--- src/rtl/seq_approx_mul.sv ---
// ----------------------------------------------------------------------------
// seq_approx_mul
//
// Iterative shift-add unsigned multiplier. One multiplier bit is handled per
// clock. An exact and a truncated (approximate) accumulator are built side by
// side so the approximation error is known exactly at the end of every
// operation. Results whose error exceeds ET are counted in a saturating
// violation counter.
//
// Handshake (both sides): a transfer happens on a rising edge where valid and
// ready are both high. in_ready is high only in IDLE. out_valid is high only
// in DONE, and every out_* result stays constant until the transfer edge.
// There is no overlap between operations.
//
// Ports:
//   clk, rst         rising-edge clock, synchronous active-high reset
//   in_valid/ready   operand handshake; in_a, in_b, approx_en are sampled on it
//   out_valid/ready  result handshake
//   out_prod         approximate product if approx_en was set, else exact
//   out_err          exact product minus out_prod (never negative)
//   out_err_flag     out_err > ET
//   viol_cnt         saturating count of delivered results with the flag set
//   cnt_clr          synchronous clear of viol_cnt (wins over an increment)
//   dbg_state        current FSM state (0 IDLE, 1 RUN, 2 DONE)
// ----------------------------------------------------------------------------
module seq_approx_mul #(
  parameter int WIDTH = 8,
  parameter int TRUNC = 4,
  parameter int ET    = 7,
  parameter int CNT_W = 16
) (
  input  logic                 clk,
  input  logic                 rst,
  input  logic                 in_valid,
  output logic                 in_ready,
  input  logic [WIDTH-1:0]     in_a,
  input  logic [WIDTH-1:0]     in_b,
  input  logic                 approx_en,
  output logic                 out_valid,
  input  logic                 out_ready,
  output logic [2*WIDTH-1:0]   out_prod,
  output logic [2*WIDTH-1:0]   out_err,
  output logic                 out_err_flag,
  output logic [CNT_W-1:0]     viol_cnt,
  input  logic                 cnt_clr,
  output logic [1:0]           dbg_state
);

  localparam int PW    = 2 * WIDTH;
  localparam int IDX_W = (WIDTH > 1) ? $clog2(WIDTH) : 1;

  // Columns kept by the approximate datapath. TRUNC >= PW keeps nothing.
  localparam logic [PW-1:0] KEEP_MASK = (TRUNC >= PW) ? '0 : ({PW{1'b1}} << TRUNC);
  localparam logic [PW-1:0] ET_V      = PW'(ET);
  localparam logic [IDX_W-1:0] LAST_IDX = IDX_W'(WIDTH - 1);

  typedef enum logic [1:0] {
    S_IDLE = 2'd0,
    S_RUN  = 2'd1,
    S_DONE = 2'd2
  } state_t;

  state_t            state;
  logic [WIDTH-1:0]  a_q;
  logic [WIDTH-1:0]  b_q;
  logic              appx_q;
  logic [PW-1:0]     exact_acc;
  logic [PW-1:0]     appx_acc;
  logic [IDX_W-1:0]  idx;

  logic [PW-1:0]     pp;
  logic [PW-1:0]     exact_nxt;
  logic [PW-1:0]     appx_nxt;
  logic [PW-1:0]     err_nxt;

  assign dbg_state = state;

  // Partial product of the current bit and the accumulator values after it.
  // The last RUN cycle loads the outputs straight from these so out_valid
  // rises on the same edge that the final bit is accumulated.
  always_comb begin
    pp = '0;
    if (b_q[idx]) pp = {{WIDTH{1'b0}}, a_q} << idx;
    exact_nxt = exact_acc + pp;
    appx_nxt  = appx_acc + (appx_q ? (pp & KEEP_MASK) : pp);
    // Approximate accumulation only ever drops bits, so this never wraps.
    err_nxt   = exact_nxt - appx_nxt;
  end

  always_ff @(posedge clk) begin
    if (rst) begin
      state        <= S_IDLE;
      in_ready     <= 1'b1;
      out_valid    <= 1'b0;
      out_prod     <= '0;
      out_err      <= '0;
      out_err_flag <= 1'b0;
      viol_cnt     <= '0;
      a_q          <= '0;
      b_q          <= '0;
      appx_q       <= 1'b0;
      exact_acc    <= '0;
      appx_acc     <= '0;
      idx          <= '0;
    end else begin
      // Counter sits beside the FSM; clear wins over a same-edge increment.
      if (cnt_clr) begin
        viol_cnt <= '0;
      end else if (out_valid && out_ready && out_err_flag && (viol_cnt != {CNT_W{1'b1}})) begin
        viol_cnt <= viol_cnt + 1'b1;
      end

      case (state)
        S_IDLE: begin
          if (in_valid) begin
            a_q       <= in_a;
            b_q       <= in_b;
            appx_q    <= approx_en;
            exact_acc <= '0;
            appx_acc  <= '0;
            idx       <= '0;
            in_ready  <= 1'b0;
            state     <= S_RUN;
          end
        end

        // Always WIDTH cycles, even for zero operands, so latency is fixed.
        S_RUN: begin
          exact_acc <= exact_nxt;
          appx_acc  <= appx_nxt;
          idx       <= idx + 1'b1;
          if (idx == LAST_IDX) begin
            out_prod     <= appx_nxt;
            out_err      <= err_nxt;
            out_err_flag <= (err_nxt > ET_V);
            out_valid    <= 1'b1;
            state        <= S_DONE;
          end
        end

        S_DONE: begin
          if (out_ready) begin
            out_valid <= 1'b0;
            in_ready  <= 1'b1;
            state     <= S_IDLE;
          end
        end

        default: begin
          out_valid <= 1'b0;
          in_ready  <= 1'b1;
          state     <= S_IDLE;
        end
      endcase
    end
  end

endmodule

--- config.mk ---
export PLATFORM = sky130hd
export DESIGN_NAME = seq_approx_mul
export DESIGN_NICKNAME = d
export VERILOG_FILES = /design/src/rtl/seq_approx_mul.sv
export SDC_FILE = /design/constraint.sdc
export NUM_CORES = 1
export LEC_CHECK = 0
export CAP_MARGIN = 20
export CORE_MARGIN = 4
export CORE_UTILIZATION = 45
export CTS_CLUSTER_DIAMETER = 200
export DETAILED_ROUTE_END_ITERATION = 6
export DONT_BUFFER_PORTS = 1
export SLEW_MARGIN = 5
export SYNTH_ARGS = -nofsm -noshare
export SYNTH_HDL_FRONTEND = slang
export SYNTH_SLANG_ARGS = --single-unit
export TNS_END_PERCENT = 1
--- constraint.sdc ---
create_clock -name clk -period 7.4 [get_ports clk]
set_input_delay 1.48 -clock clk [delete_from_list [all_inputs] [get_ports clk]]
set_output_delay 1.48 -clock clk [all_outputs]
set_load 0.02 [all_outputs]
Yosys cells after proc, flatten, opt, wreduce, memory -nomap -nowiden

Cells that the tools add are included.

Bits in registers: 105
Word-level logic and storage cells: 61

Add/sub/neg operators: 5
Magnitude comparators: 2
Equal/unequal tests: 7
Shifts and indexed selects: 1
Muxes and demuxes: 19
Bitwise operators: 2
Reduce and logical (&&, ||, !) cells: 12

Operators by type and width:

| operator                                                        | count |
|---|---|
| one-hot mux 16 bit (2 select lines)                             | 2 |
| adder 16 bit                                                    | 2 |
| two-way mux 16 bit                                              | 2 |
| adder 16 x 1 -> 16 bit (second input constant)                  | 1 |
| greater-than comparator 16 x 3 -> 1 bit (second input constant) | 1 |
| != test 16 bit (second input constant)                          | 1 |
| << shifter 8 x 3 -> 16 bit                                      | 1 |
| subtractor 16 bit                                               | 1 |
| AND reduction 3 bit                                             | 3 |
| two-way mux 2 bit                                               | 3 |
| != test 2 bit (second input constant)                           | 3 |
| one-hot mux 1 bit (3 select lines)                              | 2 |
| one-hot mux 2 bit (3 select lines)                              | 1 |
| one-hot mux 3 bit (2 select lines)                              | 1 |
| AND reduction 2 bit                                             | 3 |
| two-way mux 1 bit                                               | 5 |
| less-than comparator 3 x 4 -> 1 bit (second input constant)     | 1 |
| two-way mux 4 bit                                               | 1 |
| adder 3 x 1 -> 3 bit (second input constant)                    | 1 |
| binary-select mux 1 bit (select 3 bit)                          | 1 |
| equality test 3 bit (second input constant)                     | 1 |
| logical AND 1 bit                                               | 3 |
| two-way mux 3 bit                                               | 1 |
| equality test 2 x 1 -> 1 bit (second input constant)            | 1 |
| 5 further kinds                                                 | 6 |

Logic depth before layout (Yosys ltp)

Gate-level depths: netlist (run 1).

Depth after elaboration: 7
Gate-level depth with buffers: 25
Mapped depth without buffers: 24

Worst setup path before layout (run 1)

Ideal clock, no wire load.

Path type: reg-to-reg
From: reg idx[0]
To: reg out_err_flag
Setup time: 0.124 ns
Arrival time: 5.105 ns
Data required time: 7.276 ns
Slack: 2.171 ns
Cell stages (with the launch flop): 26
Cell sequence: dfxtp_1 > buf_6 > mux4_2 > nand2_1 > nor3_1 > ha_1 > fa_1 > a21o_1 > a21oi_1 > a31oi_1 > o21ai_0 > a21oi_1 > o21ai_0 > nor2b_1 > xnor2_1 > inv_1 > ha_1 > or2_2 > nand4b_1 > a211o_1 > a41o_1 > a21o_1 > a21oi_2 > xnor2_1 > nor4b_2 > a21oi_1

Cells in the longest elaborated chain, start to end: 7
Elaborated cells between the ends (all ways): 11
Those cells by class: 3 x add/sub; 1 x order compare; 1 x eq/ne; 1 x shift; 4 x mux; 1 x reduce/logical

Ends and longest elaborated chain:

| what                                    | RTL line | source |
|---|---|---|
| start, declared                         | 69       | `logic [IDX_W-1:0] idx;` |
| start signal, assigned                  | 131      | `idx <= idx + 1'b1;` |
| binary-select mux 1 bit (select 3 bit)  | 83       | `if (b_q[idx]) pp = {{WIDTH{1'b0}}, a_q} << idx;` |
| two-way mux 1 bit (not written as such) | 83       |  |
| two-way mux 16 bit                      | 83       |  |
| two-way mux 4 bit                       | 85       | `appx_nxt = appx_acc + (appx_q ? (pp & KEEP_MASK) : pp);` |
| adder 16 bit                            | 85       |  |
| subtractor 16 bit                       | 87       | `err_nxt = exact_nxt - appx_nxt;` |
| greater-than comparator 16 x 3 -> 1 bit | 135      | `out_err_flag <= (err_nxt > ET_V);` |
| end signal, assigned                    | 135      |  |
| end, declared                           | 43       | `output logic out_err_flag,` |

Several ways; a longest one is shown, not always the timed one. The select of a mux whose other input is x is not followed.
A chain may end at the register's enable or synchronous reset.

Worst setup path in the final report (run 1)

From: reg idx[1]
To: reg out_err_flag

The elaborated chain is that of the path after synthesis.

==> results of run 1 <==
[report_power, final]
group / internal [mW] / total [mW] / leakage (nW) / switching, mW
clock: 0.266 / 0.492 / 0.138 / 0.226
combinational: 0.0609 / 0.147 / 1.59 / 0.0859
sequential: 0.572 / 0.581 / 0.849 / 0.00893
total: 0.899 / 1.22 / 2.58 / 0.321
[cell usage in the layout (no fill, tap or decap), types with 14 or more instances in the layout]
| cell | instances |
|---|---|
| nand2_1 | 132 |
| dfxtp_1 | 105 |
| a21oi_1 | 101 |
| nor2_1 | 88 |
| ha_1 | 42 |
| nand3_1 | 37 |
| xnor2_1 | 31 |
| inv_1 | 27 |
| xor2_1 | 18 |
| o21ai_0 | 17 |
| a21o_1 | 14 |
[sequential cells by signal, indices dropped and copies added (netlist names)]
| register | cells |
|---|---|
| idx | 3 |
| out_valid | 1 |
| in_ready | 1 |
| appx_acc | 16 |
| viol_cnt | 16 |
| out_err_flag | 1 |
| out_prod | 16 |
| appx_q | 1 |
| dbg_state | 2 |
| b_q | 8 |
| out_err | 16 |
| a_q | 8 |
| exact_acc | 16 |
[how the worst max path moves through the flow]
stage                              startpoint                        end  slack [ns]  cells after the start
final                     idx[1]$_SDFFE_PP0P_  out_err_flag$_SDFFE_PP0P_        1.42                     24
after CTS                 idx[1]$_SDFFE_PP0P_  out_err_flag$_SDFFE_PP0P_        1.47                     24
after global placement    idx[1]$_SDFFE_PP0P_  out_err_flag$_SDFFE_PP0P_        1.70                     24
after floorplan           idx[0]$_SDFFE_PP0P_  out_err_flag$_SDFFE_PP0P_        2.17                     25
after detailed placement  idx[1]$_SDFFE_PP0P_  out_err_flag$_SDFFE_PP0P_        1.48                     24
after global routing      idx[1]$_SDFFE_PP0P_  out_err_flag$_SDFFE_PP0P_        0.88                     22
[metrics by stage]
stage / power (mW) / hold slack, ns / instance area (µm²) / setup WS, ns / instances
CTS: 1.23 / 0.450 / 6760 / 1.47 / 975
floorplan: 0.718 / 0.433 / 6370 / 2.17 / 815
global route: 1.27 / 0.485 / 6800 / 0.877 / 977
finish: 1.22 / 0.459 / 6800 / 1.42 / 977
global placement: 0.738 / 0.441 / 6470 / 1.70 / 959
detailed placement: 0.741 / 0.440 / 6470 / 1.48 / 959
[tightest hold or removal path, cell delays in order (launching register included)]
cell and delay, ns:
dfxtp_1 0.31, nand2_1 0.05, a21oi_1 0.05
[kinds of logic after synthesis]
family / Yosys count
compound gates: 203
xor+xnor: 49
fa+ha+maj: 45
buf+inv: 67
flops: 105
mux: 16
simple gates: 330
[area by class of cell]
type	instances	share of cell area [%]
clock buffers	11	3.42
clock inverters	5	0.957
inverters	27	1.49
well taps	180	3.31
repair buffers	6	0.957
multi-input cells	643	58.9
flip-flops and latches	105	30.9
[layer usage]
layer	GRT usage, %	wire [µm]
met5	0	0
met4	5.87	263
met3	3.96	726
met2	30.3	7090
met1	27.5	7780
==> run metrics, run 1 <==
r2r endpoint=out_err_flag$_SDFFE_PP0P_; Most used DFF post-synth=dfxtp_1; Post-synth EDFFs=0; yosys warns=0; Port Buf Inserts=0; RSZ-0062 raised after global routing=no; cts repair resizes=0; post-synthesis adder-cell area fraction=9.19%; post-synth top area cell=dfxtp_1; CP Cell Sequence=mux4_2, nand2_1, nor3_1, ha_1, fa_1, a21o_1, a21oi_1, a31oi_1, o21ai_0, a21oi_1, o21ai_0, nor2b_1, xnor2_1, inv_1, ha_1, or2_2, nand4b_1, a211o_1, a41o_1, a21o_1, a21oi_2, xnor2_1, nor4b_2, a21oi_1; worst reg2reg path depth=24; layout cell share with drive strength beyond 1=5.52%; complex-gate fraction of the synthesized area=19.8%; Tot GR Track Use=19.5%; routed vias/inst=5.63; status=complete, no violations; # setup viols final=0; Sink Count=105; CTS tree=done; power density over the cells=179 mW/mm²; dominant cells by area after synthesis=dfxtp_1 33%, ha_1 8.3%, a21oi_1 7.9%; syn_nets=882; Post-route DRC=0; Cell Rows=43; clk slew on worst S/H paths=0.07 ns; final antenna-violating net count=0; most frequent cell after synthesis=nand2_1; Hold Vio Cnt, Final=0; Final Cycle Share=80.8%; initial drt markers=321; Buf+Inv Stages, Crit Path=1; fin crit period=5.98 ns; share of the synthesized area in the top cell type=33.0%; CP max stage cell=dfxtp_1; arrival time at the worst endpoint=6.22 ns; Most common cell on crit path=a21oi_1; footprint of the multi-input gates=0.00401 mm²; Slew Limit Fails=0; Netlist Area Pre-Place=0.00637 mm²; Routed WL=15.9 mm; GR Overflow Total=0; VDD IR max=0.000102 V; worst hold start=b_q[6]$_SDFFE_PP0P_; setup TNS=0 ns; largest fanout on the critical path=18; CP top delay family=compound AO/OA/AOI/OAI gates; Post-Synth Simple-Gate Area=23.8%; vias in the first global route=5,293; Worst EP required=7.64 ns; Endpoint, Worst Hold=b_q[6]$_SDFFE_PP0P_; Num CTS Buffers=9; Syn Inst Count=815; iteration count of the initial detailed-routing pass=6; post-layout util=49.0%; DR WL/cell=16.2 µm; nets@finish=859; CP Class=reg2reg; Avg Cell Area, Syn=7.81 µm²; proportion of synthesized area in mux cells=3.44%; Die Y=127 µm; Max-cap violations=0; # H-tree levels=3; synth cell count leaders=132 x nand2_1, 105 x dfxtp_1, 101 x a21oi_1, 88 x nor2_1, 42 x ha_1; #FFs+latches synth=105; Async S/R FF share, synth=0%; FF/Latch Area=0.00210 mm²; main combinational cell family by area after synthesis=simple AND/OR/NAND/NOR gates; hold depth=2; die area=0.0161 mm²; CP startpoint kind=register; Slew headroom=41.7%; post-CTS repair timing setup buffer count=0; Max Clock Freq=0.167 GHz; XOR/XNOR Fraction of Synth Area=6.74%; Die W=127 µm; clock latency on the worst-skew pair=0.36 ns; number of distinct library cells after synthesis=68; Filler cells=1,331; Bufs on Longest Clock Path=2; global-route wire length before repair=25.8 mm; Initial Utilization=45.9%; # IOs=75; Clock Skews=0.0100 ns; DP Wirelength=11.6 mm; largest net degree at the start of global routing=96; sequential share of the synthesized area=33.0%; CTS Hold Buffers Added=0; Core Area=0.0139 mm²; Inserted Diodes=0; Area growth syn-to-layout=6.76%; worst r2r src=idx[1]$_SDFFE_PP0P_; Worst Hold Class=reg2reg; Placer Congestion=0.874; root buffer cell=clkbuf_16; slowest cell delay on critical path=0.73 ns; worst reg2reg setup slack=1.42 ns; Slew @ Worst Pin=0.875 ns; CP endpoint kind=register; antenna violations before repair=0; P_leak=2.58 nW; via count=5,499
Note: power is estimated with default switching activity, not from simulation.
==> run 2: changes to the inputs <==
- clock period: 7.4 -> 6.2 ns (I/O delays scaled with it)
==> run 2 against run 1 <==
Effect of this change:
- setup slack worse by 0.93 ns
- critical endpoint unchanged
- sequential power is 19% higher
- combinational power rose by 21%
- via count down 0.85%
- die area did not move
==> run metrics, run 2 (synthesis gave the netlist of run 1 again) <==
status=complete, no violations; antenna violations before repair=0 (unchanged); Initial Utilization=45.9% (unchanged); nets@finish=860 (+0.12%); clock latency on the worst-skew pair=0.36 ns (about the same); most frequent cells in the layout=132 x nand2_1, 105 x dfxtp_1, 101 x a21oi_1, 88 x nor2_1, 42 x ha_1; GR Overflow Total=0 (unchanged); FF/Latch Area=0.00210 mm² (unchanged); Final Cycle Share=92.1% (+11 points); Hold Vio Cnt, Final=0 (unchanged); Post-route DRC=0 (unchanged); CP endpoint kind=register; setup TNS=0 ns (unchanged); VDD IR max=0.000118 V (+16%); iteration count of the initial detailed-routing pass=4 (-2); final antenna-violating net count=0 (unchanged); die area=0.0161 mm² (unchanged); initial drt markers=339 (+5.6%); # H-tree levels=3 (unchanged); CTS Hold Buffers Added=0 (unchanged); Post-Layout Cell Count=977 (unchanged); CP startpoint kind=register; cts repair resizes=0 (unchanged); Worst EP required=6.44 ns (-1.20 ns); global-route wire length before repair=25.9 mm (+0.43%); Die Y=127 µm (unchanged); Slew headroom=39.8% (-1.8 points); routed vias/inst=5.58 (-0.85%); placed insts=960 (+0.10%); P_leak=2.59 nW (+0.36%); # IOs=75 (unchanged); layout cell share with drive strength beyond 1=5.77% (+0.25 points); Core Area=0.0139 mm² (unchanged); post-CTS repair timing setup buffer count=0 (unchanged); Cell Rows=43 (unchanged); CP Class=reg2reg; commonest non-fill, non-tap cell in the layout=nand2_1; Sink Count=105 (unchanged); DP Wirelength=11.6 mm (-0.25%); Inserted Diodes=0 (unchanged); worst hold start=b_q[7]$_SDFFE_PP0P_; Placer Congestion=0.853 (-2.4%); power density over the cells=209 mW/mm² (+17%); Filler cells=1,378 (+3.5%); vias in the first global route=5,249 (-0.83%); Clock Skews=0.00854 ns (-0.00151 ns); # setup viols final=0 (unchanged); Tot GR Track Use=19.6% (+0.060 points); arrival time at the worst endpoint=5.95 ns (-0.27 ns); Bufs on Longest Clock Path=2 (unchanged); Die W=127 µm (unchanged); Port Buf Inserts=0 (unchanged); fin crit period=5.71 ns (-0.272 ns); Num CTS Buffers=9 (unchanged); DR WL/cell=16.1 µm (-0.77%); RSZ-0062 raised after global routing=no; largest net degree at the start of global routing=96 (unchanged); Slew @ Worst Pin=0.903 ns (+0.0277 ns); worst r2r src=idx[0]$_SDFFE_PP0P_; Max-cap violations=0 (unchanged); footprint of the multi-input gates=0.00401 mm² (unchanged); Area growth syn-to-layout=6.60%; Routed WL=15.7 mm (-0.77%); crit path from=idx[0]$_SDFFE_PP0P_; Max Clock Freq=0.175 GHz (+4.8%); Worst Hold Class=reg2reg; clk slew on worst S/H paths=0.07 ns (about the same); root buffer cell=clkbuf_16; largest fanout on the critical path=9 (-9); Slew Limit Fails=0 (unchanged); CTS tree=done; via count=5,452 (-0.85%)
## run 2: where the power goes
group | total, mW | switching, mW | internal (mW)
clock network | 0.552 | 0.259 | 0.293
logic | 0.178 | 0.105 | 0.0730
registers | 0.693 | 0.00952 | 0.683
total | 1.42 | 0.373 | 1.05
## run 2: worst max-delay path, stage by stage (launching register included)
cell and delay (ns):
dfxtp_1 0.36, mux4_2 0.55, nand2_1 0.23, nor3_1 0.09, ha_1 0.23, fa_1 0.41, a21o_1 0.17, a21oi_1 0.27
a31oi_1 0.12, o21ai_0 0.28, a21oi_1 0.13, o21ai_0 0.28, nor2b_1 0.20, xnor2_1 0.18, inv_1 0.08, ha_1 0.24
or2_2 0.30, nand4b_1 0.19, a211o_1 0.26, a41o_1 0.23, a21o_1 0.20, a21oi_2 0.14, xnor2_1 0.10, nor4b_2 0.28
a21oi_1 0.09
## run 2: path summary, 6_finish.rpt
path | slack (ns) | endpoint | cells past startpoint
max reg2reg | 0.49 | out_err_flag$_SDFFE_PP0P_ | 24
min reg2reg | 0.45 | b_q[7]$_SDFFE_PP0P_ | 2
max | 0.49 | out_err_flag$_SDFFE_PP0P_ | 24
min | 0.45 | b_q[7]$_SDFFE_PP0P_ | 2
## run 2: per-layer routing
layer | track usage, % | part of all wire (%) | up-vias
met3 | 4.04 | 6.2 | 25
met5 | 0 | 0 | -
li1 | - | - | 2801
met1 | 26.9 | 48 | 2494
met4 | 7.51 | 1.8 | 0
met2 | 30.3 | 44 | 132
## run 2: layout make-up
class                      count  area share, %
clock buffer                  11           3.72
clock inverter                 4          0.405
inverter                      27           1.49
multi-input combinational    643           59.0
sequential                   105           31.0
tap                          180           3.32
timing repair buffer           7           1.07
## run 2: per-stage QoR
step | hold slack (ns) | setup WS [ns] | total power, mW | instance area (µm²) | utilization, %
finish | 0.451 | 0.489 | 1.42 | 6790 | 48.9
global route | 0.469 | 0.0171 | 1.48 | 6790 | 48.9
CTS | 0.450 | 0.522 | 1.44 | 6750 | 48.7
detailed placement | 0.441 | 0.549 | 0.884 | 6470 | 46.6
global placement | 0.437 | 0.703 | 0.880 | 6470 | 46.6
floorplan | 0.433 | 0.971 | 0.857 | 6370 | -
==> run 3: changes to the inputs <==
- ABC_AREA: default -> 1
- CORE_ASPECT_RATIO: default -> 1.25
==> run 3 against run 2 <==
Effect of this change:
- register-to-register slack gained 0.96 ns
- power grew 15%
- critical endpoint unchanged
- combinational power grew 90%
- synthesized cell count grew 15%
- sequential share of layout area shrank 0.41 points
- count of clock-buffer cells in the layout grew 1
- sequential cell count is the same
- critical path depth grew 6
- clock skew is essentially flat
- largest power group unchanged
- fmax grew 20%
==> run metrics, run 3 <==
status=complete, no violations; DP Wirelength=11.4 mm (-2.2%); Net Sw Power=0.487 mW (+31%); combinational share of power=20.8% (+8.3 points); antenna violations before repair=1 (+1); #FFs+latches synth=105 (unchanged); CTS tree=done; largest net degree at the start of global routing=59 (-39%); post-layout util=49.4% (+0.46 points); CP Class=reg2reg; slowest cell delay on critical path=0.64 ns (+0.09 ns); Slew @ Worst Pin=0.849 ns (-0.0538 ns); Post-route DRC=0 (unchanged); sw frac=29.9% (+3.7 points); setup TNS=0 ns (unchanged); Avg Cell Area, Syn=6.85 µm² (-12%); Buf+Inv Stages, Crit Path=4 (+3); global-route wire length before repair=26.1 mm (+1.1%); Most common cell on crit path=nand2_1; VDD IR max=0.000149 V (+27%); via count=5,665 (+3.9%); die area=0.0163 mm² (+1.2%); arrival time at the worst endpoint=4.99 ns (-0.96 ns); yosys warns=0 (unchanged); CP endpoint kind=register; Async S/R FF share, synth=0% (unchanged); syn_nets=1,007 (+14%); total power draw=1.63 mW (+15%); post-route cell area=0.00688 mm² (+1.3%); # IOs=75 (unchanged); Die W=115 µm (-9.4%); final antenna-violating net count=0 (unchanged); Sink Count=105 (unchanged); Place WS=1.44 ns (+0.888 ns); share of the synthesized area in the top cell type=32.6% (-0.38 points); Routed WL=15.1 mm (-3.9%); clock share of power=36.1% (-2.7 points); P_leak=3.22 nW (+24%); post-synth top area cell=dfxtp_1; dominant cells by area after synthesis=dfxtp_1 33%, nand2_1 13%, ha_1 8.2%; nets@finish=992 (+15%); Bufs on Longest Clock Path=2 (unchanged); DR WL/cell=13.7 µm (-15%); commonest non-fill, non-tap cell in the layout=nand2_1; routed vias/inst=5.14 (-8.0%); FF/Latch Area=0.00210 mm² (unchanged); # H-tree levels=3 (unchanged); CTS Hold Buffers Added=0 (unchanged); initial drt markers=300 (-12%); Cell Rows=48 (+12%); Slew Limit Fails=0 (unchanged); RSZ-0062 raised after global routing=no; layout cell share with drive strength beyond 1=7.54% (+1.8 points); cts repair resizes=0 (unchanged); Tot GR Track Use=19.6% (about the same); CP max stage cell=dfxtp_1; power density over the cells=237 mW/mm² (+13%); Slew headroom=43.3% (+3.5 points); internal power=1.14 mW (+9.0%); Worst Hold Class=reg2reg; GR Overflow Total=0 (unchanged); Netlist Area Pre-Place=0.00644 mm² (+1.2%); Initial Utilization=46.2% (+0.36 points); largest fanout on the critical path=16 (+7); most frequent cells in the layout=230 x nand2_1, 113 x inv_1, 105 x dfxtp_1, 99 x a21oi_1, 56 x nor2_1; footprint of the multi-input gates=0.00375 mm² (-6.5%); setup ws final=1.45 ns (+0.960 ns); Max Clock Freq=0.210 GHz (+20%); Placer Congestion=0.842 (-1.3%); CP top delay family=simple AND/OR/NAND/NOR gates; most frequent cell after synthesis=nand2_1; Hold Vio Cnt, Final=0 (unchanged); CP startpoint kind=register; Core Area=0.0139 mm² (+0.38%); Clock Skews=0.00810 ns (-0.000437 ns); iteration count of the initial detailed-routing pass=4 (unchanged); synth cell count leaders=230 x nand2_1, 113 x inv_1, 105 x dfxtp_1, 99 x a21oi_1, 59 x nor2_1; Syn Inst Count=940 (+15%); worst reg2reg setup slack=1.45 ns (+0.96 ns); # setup viols final=0 (unchanged); sequential share of the synthesized area=32.6% (-0.38 points); Final Cycle Share=76.6% (-15 points); Worst EP required=6.44 ns (about the same); Inserted Diodes=0 (unchanged); number of distinct library cells after synthesis=43 (-37%); Area growth syn-to-layout=6.78%; fin crit period=4.75 ns (-0.960 ns); post-CTS repair timing setup buffer count=0 (unchanged); Filler cells=1,483 (+7.6%); Die Y=142 µm (+12%); placed cell areas=0.00658 mm² (+1.6%); root buffer cell=clkbuf_16; Most used DFF post-synth=dfxtp_1; Port Buf Inserts=0 (unchanged); clock latency on the worst-skew pair=0.35 ns (about the same); Num CTS Buffers=9 (unchanged); vias in the first global route=5,510 (+5.0%); Post-synth EDFFs=0 (unchanged); clk slew on worst S/H paths=0.07 ns (about the same); Max-cap violations=0 (unchanged); Seq pwr share=43.1% (-5.6 points)
[run 3: cell count changes in the layout (fill, tap and decap cells not counted), sizes merged, moves of 26 or more]
cell / delta
nand2: +119
inv: +96
o21ai: +37
nor2: -29
nand3: +26
xnor2: -26
[run 3: metrics by stage]
step	cells	hold slack (ns)
floorplan	940	0.429
global placement	1089	0.449
detailed placement	1089	0.449
CTS	1103	0.457
global route	1103	0.482
finish	1103	0.461
[run 3: power by group through the flow]
stage / clock network (mW) / registers [mW] / logic, mW
global route: 0.636 / 0.705 / 0.397
floorplan: 0 / 0.713 / 0.284
finish: 0.589 / 0.703 / 0.339
global placement: 0 / 0.718 / 0.341
CTS: 0.608 / 0.703 / 0.344
detailed placement: 0 / 0.718 / 0.342
[run 3: kinds of logic after synthesis]
| group | Yosys count | share of synthesized area, % |
|---|---|---|
| multiplexers | 1 | 0.155 |
| AND/OR/NAND/NOR | 404 | 27.4 |
| XOR/XNOR | 25 | 3.52 |
| adder cells (fa/ha/maj) | 45 | 9.09 |
| AO/OA/AOI/OAI | 203 | 17.7 |
| flip-flops | 105 | 32.6 |
| buffers and inverters | 157 | 9.48 |
[run 3: final timing paths]
check	startpoint	to	depth (start not counted)
setup / recovery	idx[0]$_SDFFE_PP0P_	out_err_flag$_SDFFE_PP0P_	30
hold / removal	b_q[6]$_SDFFE_PP0P_	b_q[6]$_SDFFE_PP0P_	2
setup reg to reg	idx[0]$_SDFFE_PP0P_	out_err_flag$_SDFFE_PP0P_	30
hold reg to reg	b_q[6]$_SDFFE_PP0P_	b_q[6]$_SDFFE_PP0P_	2
[run 3: cell type report]
cell class / instances / area share [%]
Sequential cell: 105 / 30.6
Timing Repair Buffer: 4 / 0.437
Multi-Input combinational cell: 678 / 54.5
Inverter: 127 / 6.93
Clock inverter: 2 / 0.546
Clock buffer: 12 / 3.87
Tap cell: 175 / 3.18
[run 3: per-layer routing]
metal / wire [µm] / GRT usage (%)
met2: 6580 / 30.8
met5: 7 / 0
met1: 7380 / 26.4
met3: 814 / 4.01
met4: 329 / 7.29
[run 3: tightest hold or removal path, cell delays in order (launching register included)]
cell,delay (ns)
dfxtp_1,0.30
inv_1,0.06
a21oi_1,0.06
